<file path="config.mk">
export PLATFORM = sky130hd
export DESIGN_NAME = axis_pkt_gen
export DESIGN_NICKNAME = d
export VERILOG_FILES = /design/src/rtl/axis_pkt_gen.sv
export SDC_FILE = /design/constraint.sdc
export NUM_CORES = 1
export LEC_CHECK = 0
export BUFFER_PORTS_ARGS = -buffer_cell sky130_fd_sc_hd__buf_2
export CORE_MARGIN = 1
export CORE_UTILIZATION = 54
export DETAILED_ROUTE_END_ITERATION = 8
export GPL_TIMING_DRIVEN = 0
export PLACE_DENSITY = 0.77
export SLEW_MARGIN = 20
export SYNTH_ARGS = -nofsm -noshare
export SYNTH_HDL_FRONTEND = slang
export SYNTH_SLANG_ARGS = --single-unit
</file>
<file path="constraint.sdc">
create_clock -name clk -period 6.62 [get_ports clk]
set_input_delay 0.662 -clock clk [delete_from_list [all_inputs] [get_ports clk]]
set_output_delay 0.662 -clock clk [all_outputs]
set_load 0.005 [all_outputs]
</file>
<file path="src/rtl/axis_pkt_gen.sv">
// axis_pkt_gen: AXI-Stream packet source.
// Sends cfg_count packets of cfg_len bytes each. Byte n of packet p carries
// (seed + p + n) mod 256. The configuration is captured on the start pulse.
module axis_pkt_gen #(
  parameter int DATA_WIDTH = 32,
  parameter int KEEP_WIDTH = DATA_WIDTH / 8,
  parameter int LEN_WIDTH  = 16,
  parameter int CNT_WIDTH  = 16,
  parameter int ID_WIDTH   = 1,
  parameter int DEST_WIDTH = 1
) (
  input  logic                  clk,
  input  logic                  rst,
  input  logic                  cfg_start,
  input  logic [LEN_WIDTH-1:0]  cfg_len,
  input  logic [CNT_WIDTH-1:0]  cfg_count,
  input  logic [7:0]            cfg_seed,
  input  logic [ID_WIDTH-1:0]   cfg_id,
  input  logic [DEST_WIDTH-1:0] cfg_dest,
  output logic                  busy,
  output logic                  done,
  output logic [DATA_WIDTH-1:0] m_tdata,
  output logic                  m_tvalid,
  input  logic                  m_tready,
  output logic                  m_tlast,
  output logic [KEEP_WIDTH-1:0] m_tkeep,
  output logic                  m_tuser,
  output logic [ID_WIDTH-1:0]   m_tid,
  output logic [DEST_WIDTH-1:0] m_tdest
);

  localparam logic [1:0] S_IDLE = 2'd0;
  localparam logic [1:0] S_SEND = 2'd1;
  localparam logic [1:0] S_FIN  = 2'd2;

  // Run state and latched configuration
  logic [1:0]            r_state;
  logic                  r_busy;
  logic                  r_done;
  logic [CNT_WIDTH-1:0]  r_count;
  logic [7:0]            r_seed;
  logic [LEN_WIDTH-1:0]  r_lastBeat;
  logic [KEEP_WIDTH-1:0] r_lastKeep;
  logic [ID_WIDTH-1:0]   r_tid;
  logic [DEST_WIDTH-1:0] r_tdest;

  // Position of the beat currently presented, and the beat registers
  logic [LEN_WIDTH-1:0]  r_beat;
  logic [CNT_WIDTH-1:0]  r_pkt;
  logic                  r_tvalid;
  logic                  r_tlast;
  logic                  r_tuser;
  logic [DATA_WIDTH-1:0] r_tdata;
  logic [KEEP_WIDTH-1:0] r_tkeep;

  logic                  w_start;
  logic                  w_startEmpty;
  logic [LEN_WIDTH-1:0]  w_startLastBeat;
  logic [LEN_WIDTH-1:0]  w_startRem;
  logic [KEEP_WIDTH-1:0] w_startKeep;
  logic                  w_xfer;
  logic                  w_beatIsLast;
  logic                  w_pktIsLast;
  logic                  w_load;
  logic                  w_runEnd;
  logic [LEN_WIDTH-1:0]  w_nextBeat;
  logic [CNT_WIDTH-1:0]  w_nextPkt;
  logic [7:0]            w_selSeed;
  logic [LEN_WIDTH-1:0]  w_selLastBeat;
  logic [KEEP_WIDTH-1:0] w_selKeep;
  logic                  w_nextLast;
  logic                  w_nextFirst;
  logic [KEEP_WIDTH-1:0] w_nextKeep;
  logic [7:0]            w_beatOffset;
  logic [7:0]            w_base;
  logic [DATA_WIDTH-1:0] w_nextData;

  assign w_start         = (r_state == S_IDLE) && cfg_start;
  assign w_startEmpty    = (cfg_len == '0) || (cfg_count == '0);
  assign w_startLastBeat = (cfg_len - LEN_WIDTH'(1)) / LEN_WIDTH'(KEEP_WIDTH);
  assign w_startRem      = cfg_len % LEN_WIDTH'(KEEP_WIDTH);
  assign w_xfer          = r_tvalid && m_tready;
  assign w_beatIsLast    = (r_beat == r_lastBeat);
  assign w_pktIsLast     = (r_pkt == r_count - CNT_WIDTH'(1));

  // Final-beat keep mask: low (len mod lanes) bits, or every lane when it divides evenly
  always_comb begin
    w_startKeep = '0;
    for (int b = 0; b < KEEP_WIDTH; b++) begin
      w_startKeep[b] = (w_startRem == '0) || (LEN_WIDTH'(b) < w_startRem);
    end
  end

  // Decide which beat goes on the bus next: first beat of a new run, the next
  // beat of this packet, the first beat of the next packet, or end of run
  always_comb begin
    w_load        = 1'b0;
    w_runEnd      = 1'b0;
    w_nextBeat    = r_beat;
    w_nextPkt     = r_pkt;
    w_selSeed     = r_seed;
    w_selLastBeat = r_lastBeat;
    w_selKeep     = r_lastKeep;
    if (w_start && !w_startEmpty) begin
      w_load        = 1'b1;
      w_nextBeat    = '0;
      w_nextPkt     = '0;
      w_selSeed     = cfg_seed;
      w_selLastBeat = w_startLastBeat;
      w_selKeep     = w_startKeep;
    end else if ((r_state == S_SEND) && w_xfer) begin
      if (w_beatIsLast) begin
        if (w_pktIsLast) begin
          w_runEnd = 1'b1;
        end else begin
          w_load     = 1'b1;
          w_nextBeat = '0;
          w_nextPkt  = r_pkt + CNT_WIDTH'(1);
        end
      end else begin
        w_load     = 1'b1;
        w_nextBeat = r_beat + LEN_WIDTH'(1);
      end
    end
  end

  // Build the payload of the selected beat; lanes past the packet end are zero
  always_comb begin
    w_nextLast   = (w_nextBeat == w_selLastBeat);
    w_nextFirst  = (w_nextBeat == '0);
    w_nextKeep   = w_nextLast ? w_selKeep : '1;
    w_beatOffset = 8'(32'(w_nextBeat) * 32'(KEEP_WIDTH));
    w_base       = w_selSeed + 8'(w_nextPkt) + w_beatOffset;
    w_nextData   = '0;
    for (int b = 0; b < KEEP_WIDTH; b++) begin
      w_nextData[8*b +: 8] = w_nextKeep[b] ? (w_base + 8'(b)) : 8'h00;
    end
  end

  // Run control: capture configuration on start, then SEND -> FIN -> IDLE
  always_ff @(posedge clk) begin
    if (!rst) begin
      r_state    <= S_IDLE;
      r_busy     <= 1'b0;
      r_done     <= 1'b0;
      r_count    <= '0;
      r_seed     <= '0;
      r_lastBeat <= '0;
      r_lastKeep <= '0;
      r_tid      <= '0;
      r_tdest    <= '0;
    end else begin
      r_done <= 1'b0;
      case (r_state)
        S_IDLE: begin
          if (cfg_start) begin
            r_count    <= cfg_count;
            r_seed     <= cfg_seed;
            r_lastBeat <= w_startLastBeat;
            r_lastKeep <= w_startKeep;
            r_tid      <= cfg_id;
            r_tdest    <= cfg_dest;
            if (w_startEmpty) begin
              r_state <= S_FIN;
              r_done  <= 1'b1;
            end else begin
              r_state <= S_SEND;
              r_busy  <= 1'b1;
            end
          end
        end
        S_SEND: begin
          if (w_runEnd) begin
            r_state <= S_FIN;
            r_busy  <= 1'b0;
            r_done  <= 1'b1;
          end
        end
        S_FIN: begin
          r_state <= S_IDLE;
        end
        default: begin
          r_state <= S_IDLE;
        end
      endcase
    end
  end

  // Beat registers: load a new beat when the previous one transfers, hold otherwise
  always_ff @(posedge clk) begin
    if (!rst) begin
      r_tvalid <= 1'b0;
      r_tlast  <= 1'b0;
      r_tuser  <= 1'b0;
      r_tdata  <= '0;
      r_tkeep  <= '0;
      r_beat   <= '0;
      r_pkt    <= '0;
    end else if (w_load) begin
      r_tvalid <= 1'b1;
      r_tlast  <= w_nextLast;
      r_tuser  <= w_nextFirst;
      r_tdata  <= w_nextData;
      r_tkeep  <= w_nextKeep;
      r_beat   <= w_nextBeat;
      r_pkt    <= w_nextPkt;
    end else if (w_runEnd) begin
      r_tvalid <= 1'b0;
      r_tlast  <= 1'b0;
      r_tuser  <= 1'b0;
      r_beat   <= '0;
      r_pkt    <= '0;
    end
  end

  assign busy     = r_busy;
  assign done     = r_done;
  assign m_tdata  = r_tdata;
  assign m_tvalid = r_tvalid;
  assign m_tlast  = r_tlast;
  assign m_tkeep  = r_tkeep;
  assign m_tuser  = r_tuser;
  assign m_tid    = r_tid;
  assign m_tdest  = r_tdest;

endmodule

</file>
==> results by group, run 1 <==
Run status
  – Status: completed

Finish
  – Multi-input gate area: 5215 um2
  – Most frequent cells in the layout: 167 x nand2_1, 119 x dfxtp_1, 91 x buf_2, 68 x nor2_1, 56 x xnor2_1
  – Layout cell share with drive strength beyond 1: 13.61%
  – Fillers: 1246
  – Nets@finish: 1176
  – Fin util: roughly two thirds
  – Most common cell after layout, fill and taps aside: nand2_1
  – Synth-to-Final Area Change: 17.50%
  – Storage element area: 2382 um2
  – Diodes inserted: 0

Yosys
  – Prevailing post-synth register cell: dfxtp_1
  – Yosys warnings: 0
  – Synth Register Bits: 119
  – Part of the Yosys area used for sequential elements: 30.48%
  – Cell count after synthesis: approximately 1000
  – Mapped Avg Cell Area: between 7 and 8 um2
  – Synth cell types: 65
  – Asr flop ratio synth: 0%
  – Number of synthesized flops with an enable pin: 0
  – Post-synthesis cell area: between 7000 and 8000 um2
  – Synth Net Count: between 1000 and 1500

Clocking
  – Max Buffers Root-to-Sink: 2
  – H-Tree Depth: 4
  – CTS Buf Count: 17
  – CTS tree: built
  – Clock transition at the registers of the reported paths: 0.06 ns
  – Cts hold-fix bufs: 0
  – Worst-Skew Late Latency: roughly 0.43 ns
  – Root buffer cell: clkbuf_16
  – Sink Count: roughly 120

GRT
  – Largest net degree at the start of global routing: 20
  – Number of global-route vias before repair: 7528
  – Initial antenna violation count: 0
  – Tot GR Track Use: 36.72%
  – Total grt overflow: 0
  – First-pass GRT wire length: 41.06 mm

Worst setup path
  – Critical path buffer and inverter count: 5
  – Slowest CP cell: fa_1
  – Crit path max-delay family: simple AND/OR/NAND/NOR gates
  – Crit path kind: flip-flop to flip-flop
  – Startpoint types: flip-flop
  – Crit path capture type: flip-flop
  – CP peak stage delay: 0.50 ns
  – Most frequent CP cell: xnor2_2
  – Max FO, Critical Path: 11
  – CP required: 6.93 ns
  – Worst EP arrival: 6.63 ns

Power
  – Power Density: 232.5 nW/um2
  – Pleak: 3.694 nW
  – Total power: 2.135 mW
  – Peak VDD IR: 0.2634 mV

Placement
  – PortBufs: 88
  – Final Wtd Congestion: 0.9748
  – DP HPWL: 19.98 mm

Drt
  – ANT nets after route: 0
  – Post-DR vias/cell: between 6 and 7
  – Initial detailed-routing violation count: ~790
  – Drt first pass iters: 6
  – DR DRC count: 0
  – Wirelength, routed: 26.96 mm
  – Per-cell routed wire length: 20.79 um
  – Routed vias: a little over 8000

Floorplan
  – Initial Util: 55.88%
  – Chip width: around 120 um
  – Die Ht: 122.3 um
  – Ports: between 80 and 90
  – Row count: 43
  – Die footprint: approximately 15000 um2
  – Core area: 13990 um2

STA
  – Final hold vios: 0
  – Final setup fails: 0
  – Max Freq: around 0.16 GHz
  – Slew @ Worst Pin: 1.047 ns
  – Final worst path period share: a little over nine tenths
  – Slew Viols, Final: 0
  – Final Skew: 0.01065 ns
  – Final min period: approximately 6.3 ns
  – RSZ-0062 raised after global routing: false
  – Relative slew slack: between 20 and 30%

Worst hold path
  – Hold Crit Class: flip-flop to flip-flop

Flow run
  – Max cap viols: 0
cell families (layout without fill, tap and decap cells):
group	count (synthesis)	count (layout)	share of synthesized area (%)
simple gates	429	429	27.02
compound gates	262	262	24.01
flops	119	119	30.48
buf+inv	86	195	4.130
xor+xnor	82	82	9.188
fa+ha+maj	23	23	4.258
mux	7	7	0.9125
through the flow:
step,hold WS [ns],cells,instance area (um2),setup WS (ns),setup TNS [ns]
floorplan,0.4428,1008,7816,0.4682,0
CTS,0.4602,1303,9130,0.04906,0
global placement,0.4418,1276,8482,-1.499,-21.47
global route,0.4790,1297,9184,0.04152,0
detailed placement,0.4474,1276,8482,-1.461,-20.39
finish,0.4595,1297,9184,0.3058,0
final cells by class:
| class | instances | share of cell area, % |
|---|---|---|
| multi-input cells | 803 | 56.78 |
| plain buffers | 57 | 2.520 |
| clock buffers | 21 | 5.232 |
| clock inverters | 8 | 1.335 |
| inverters | 19 | 0.7766 |
| repair buffers | 90 | 4.959 |
| flip-flops and latches | 119 | 25.94 |
| well taps | 180 | 2.452 |
timing repair:
item | 4_1_cts | 5_1_grt
gates resized for setup | 15 | 23
setup endpoints to repair | 24 | 10
buffers inserted | 1 | 1
pin swaps | 1 | 1
report_power, final:
group	internal (mW)	switching, mW	leakage, nW	total, mW
Combinational	0.144	0.235	2.43	0.379
Clock	0.623	0.342	0.289	0.965
Sequential	0.755	0.0365	0.973	0.791
Total	1.52	0.614	3.69	2.14
registers in the layout (all words and copies together), names as in the netlist:
register	cells
r_count	16
r_lastBeat	14
m_tdata	32
m_tkeep	4
m_tvalid	1
done	1
r_state	2
r_seed	8
m_tdest	1
busy	1
r_pkt	16
m_tuser	1
r_beat	16
m_tlast	1
r_lastKeep	4
m_tid	1
cell usage after synthesis (19+ instances only):
library cell,count,area [um2]
a21boi_0,38,285.3
a21oi_1,47,235.2
a22o_1,24,210.2
clkbuf_1,57,214.0
dfxtp_1,119,2382
inv_1,19,71.32
nand2_1,167,626.9
nand3_1,26,130.1
nand4_1,19,118.9
nor2_1,69,259.0
nor2b_1,20,125.1
nor3_1,24,120.1
nor4_1,19,118.9
o21ai_0,38,190.2
xnor2_1,61,534.3
xor2_1,21,183.9
layer usage:
layer | track usage (%) | wire length [um] | up-vias
li1 | - | - | 3849
met5 | 0 | 0 | -
met1 | 45.67 | 11120 | 3854
met3 | 7.807 | 2289 | 91
met4 | 19.36 | 1122 | 0
met2 | 59.34 | 12430 | 393
final timing paths:
| check | start | endpoint | slack, ns | cells after the start |
|---|---|---|---|---|
| max | r_beat[1]$_SDFFE_PN0N_ | m_tdata[31]$_SDFFE_PN0P_ | 0.31 | 26 |
| min | m_tkeep[2]$_SDFFE_PN0P_ | m_tkeep[2]$_SDFFE_PN0P_ | 0.46 | 1 |
| max reg2reg | r_beat[1]$_SDFFE_PN0N_ | m_tdata[31]$_SDFFE_PN0P_ | 0.31 | 26 |
| min reg2reg | m_tkeep[2]$_SDFFE_PN0P_ | m_tkeep[2]$_SDFFE_PN0P_ | 0.46 | 1 |
No activity file was read; power rests on OpenSTA's default activity.
==> inputs of run 2 (changes only) <==
==> config.mk (replaced) <==
export PLATFORM = sky130hd
export DESIGN_NAME = axis_pkt_gen
export DESIGN_NICKNAME = d
export VERILOG_FILES = /design/src/rtl/axis_pkt_gen.sv
export SDC_FILE = /design/constraint.sdc
export NUM_CORES = 1
export LEC_CHECK = 0
export CORE_MARGIN = 1
export CORE_UTILIZATION = 59
export DETAILED_ROUTE_END_ITERATION = 8
export DONT_BUFFER_PORTS = 1
export GPL_TIMING_DRIVEN = 0
export PLACE_DENSITY = 0.78
export SLEW_MARGIN = 20
export SYNTH_ARGS = -nofsm -noshare
export SYNTH_HDL_FRONTEND = slang
export SYNTH_SLANG_ARGS = --single-unit
==> results by group, run 2 (synthesis results as in run 1) <==
STA
  – Hold_ws: 0.3709 ns
  – Relative slew slack: 19.67%
  – Final hold vios: 0
  – Final worst path period share: 96.04%
  – Slew Viols, Final: 0
  – Final setup margin: roughly 0.26 ns
  – Final setup fails: 0
  – Final min period: 6.358 ns
  – Final Skew: 0.009424 ns
  – Max Freq: roughly 0.16 GHz
  – Slew @ Worst Pin: ~1.2 ns

Floorplan
  – Ports: about 90
  – Die Ht: around 120 um
  – Die footprint: 13710 um2
  – Initial Util: 61.19%
  – Row count: 41
  – Core area: around 13000 um2
  – Chip width: between 100 and 150 um

Finish
  – Synth-to-Final Area Change: 11.81%
  – Fillers: 1096
  – Multi-input gate area: ~5200 um2
  – Most frequent cells in the layout: 167 x nand2_1, 119 x dfxtp_1, 68 x nor2_1, 56 x xnor2_1, 46 x a21oi_1
  – Nets@finish: 1089
  – Storage element area: 2382 um2
  – Diodes inserted: 0
  – Largest register FFs: 32
  – Layout cell share with drive strength beyond 1: 6.202%
  – Most common cell after layout, fill and taps aside: nand2_1

Clocking
  – Worst-Skew Late Latency: 0.44 ns
  – Clock transition at the registers of the reported paths: roughly 0.060 ns
  – Max Buffers Root-to-Sink: 2
  – CTS Buf Count: 17
  – CTS tree: built
  – Root buffer cell: clkbuf_16
  – Sink Count: 119
  – H-Tree Depth: 4
  – Cts hold-fix bufs: 0

Worst hold path
  – Hold Crit Class: input pin to flip-flop

Drt
  – Wirelength, routed: between 20 and 30 mm
  – Drt first pass iters: 6
  – Per-cell routed wire length: 21.94 um
  – Initial detailed-routing violation count: 754
  – ANT nets after route: 0
  – Post-DR vias/cell: 6.512
  – Routed vias: 7841
  – DR DRC count: 0

Placement
  – DP HPWL: slightly below 20 mm
  – Final Wtd Congestion: 0.9984
  – PortBufs: 0
  – Pre-CTS setup slack: -1.328 ns

Worst setup path
  – Worst EP arrival: 6.73 ns
  – Crit path capture type: flip-flop
  – Crit path kind: input pin to flip-flop
  – CP required: roughly 7.0 ns
  – Startpoint types: input pin
  – Max FO, Critical Path: 19

Power
  – Power Density: 243.1 nW/um2
  – Peak VDD IR: about 0.25 mV
  – Pleak: around 3.3 nW

GRT
  – First-pass GRT wire length: roughly 40 mm
  – Tot GR Track Use: 39.55%
  – Total grt overflow: 0
  – Largest net degree at the start of global routing: 20
  – Number of global-route vias before repair: 7325
  – Initial antenna violation count: 1

Run status
  – Status: completed

Flow run
  – Max cap viols: 0
[run 2: what timing repair did]
item / in CTS / in global routing
gates cloned: 0 / 0
pin swaps: 1 / 1
endpoints found under the setup margin: 24 / 13
gates resized for setup: 13 / 27
buffers inserted: 1 / 0
[run 2: layout make-up]
| cell class | count | share of cell area, % |
|---|---|---|
| flip-flops and latches | 119 | 27.26 |
| plain buffers | 59 | 2.720 |
| repair buffers | 1 | 0.08590 |
| well taps | 172 | 2.462 |
| clock buffers | 19 | 5.068 |
| clock inverters | 12 | 2.019 |
| inverters | 19 | 0.8160 |
| multi-input cells | 803 | 59.57 |
[run 2: critical path, stage by stage]
cell	delay, ns
inv_1	0.05
ha_1	0.32
or4b_1	0.46
clkbuf_1	0.19
or4_1	0.57
and3_1	0.20
clkbuf_1	0.22
buf_4	0.29
buf_2	0.24
buf_2	0.27
clkbuf_2	0.24
nand2_1	0.10
nand2_1	0.05
ha_1	0.30
ha_1	0.17
inv_1	0.05
fa_1	0.42
inv_1	0.08
a21oi_1	0.06
o21bai_1	0.27
a21o_1	0.16
a21oi_1	0.07
xnor2_1	0.17
xnor2_1	0.31
xnor2_2	0.14
xnor2_2	0.29
xor2_1	0.24
a22o_1	0.15
[run 2: per-stage QoR]
stage | utilization, % | cells | area [um2] | power [mW] | setup TNS [ns]
6_report | 68.42 | 1204 | 8740 | 2.124 | 0
5_1_grt | 68.42 | 1204 | 8740 | 2.184 | -0.01237
4_1_cts | 68.11 | 1208 | 8700 | 2.110 | 0
3_5_place_dp | 62.88 | 1180 | 8031 | 1.124 | -18.15
3_3_place_gp | 62.88 | 1180 | 8031 | 1.120 | -18.73
2_1_floorplan | - | 1008 | 7816 | 1.029 | 0
[run 2: metal layers]
metal  vias to the layer above  share of wire (%)  global-route usage (%)
met2                       382                 47                   65.68
met3                        72                9.1                   8.033
met1                      3700                 41                   49.28
li1                       3687                  -                       -
met5                         -                  0                       0
met4                         0                3.8                   18.57
[run 2: final timing paths]
check	start	end	slack [ns]	cells after the start
setup reg to reg	r_beat[1]$_SDFFE_PN0N_	m_tdata[15]$_SDFFE_PN0P_	0.31	25
setup / recovery	cfg_len[1]	m_tdata[15]$_SDFFE_PN0P_	0.26	28
hold / removal	cfg_count[13]	r_count[13]$_SDFFE_PN0P_	0.37	2
hold reg to reg	r_seed[6]$_SDFFE_PN0P_	r_seed[6]$_SDFFE_PN0P_	0.46	2
[run 2: power by group]
part | leakage [nW] | switching, mW | total [mW] | internal, mW
clock network | 0.299 | 0.354 | 0.990 | 0.636
registers | 0.973 | 0.0422 | 0.797 | 0.755
logic | 2.03 | 0.214 | 0.337 | 0.123
total | 3.30 | 0.610 | 2.12 | 1.51
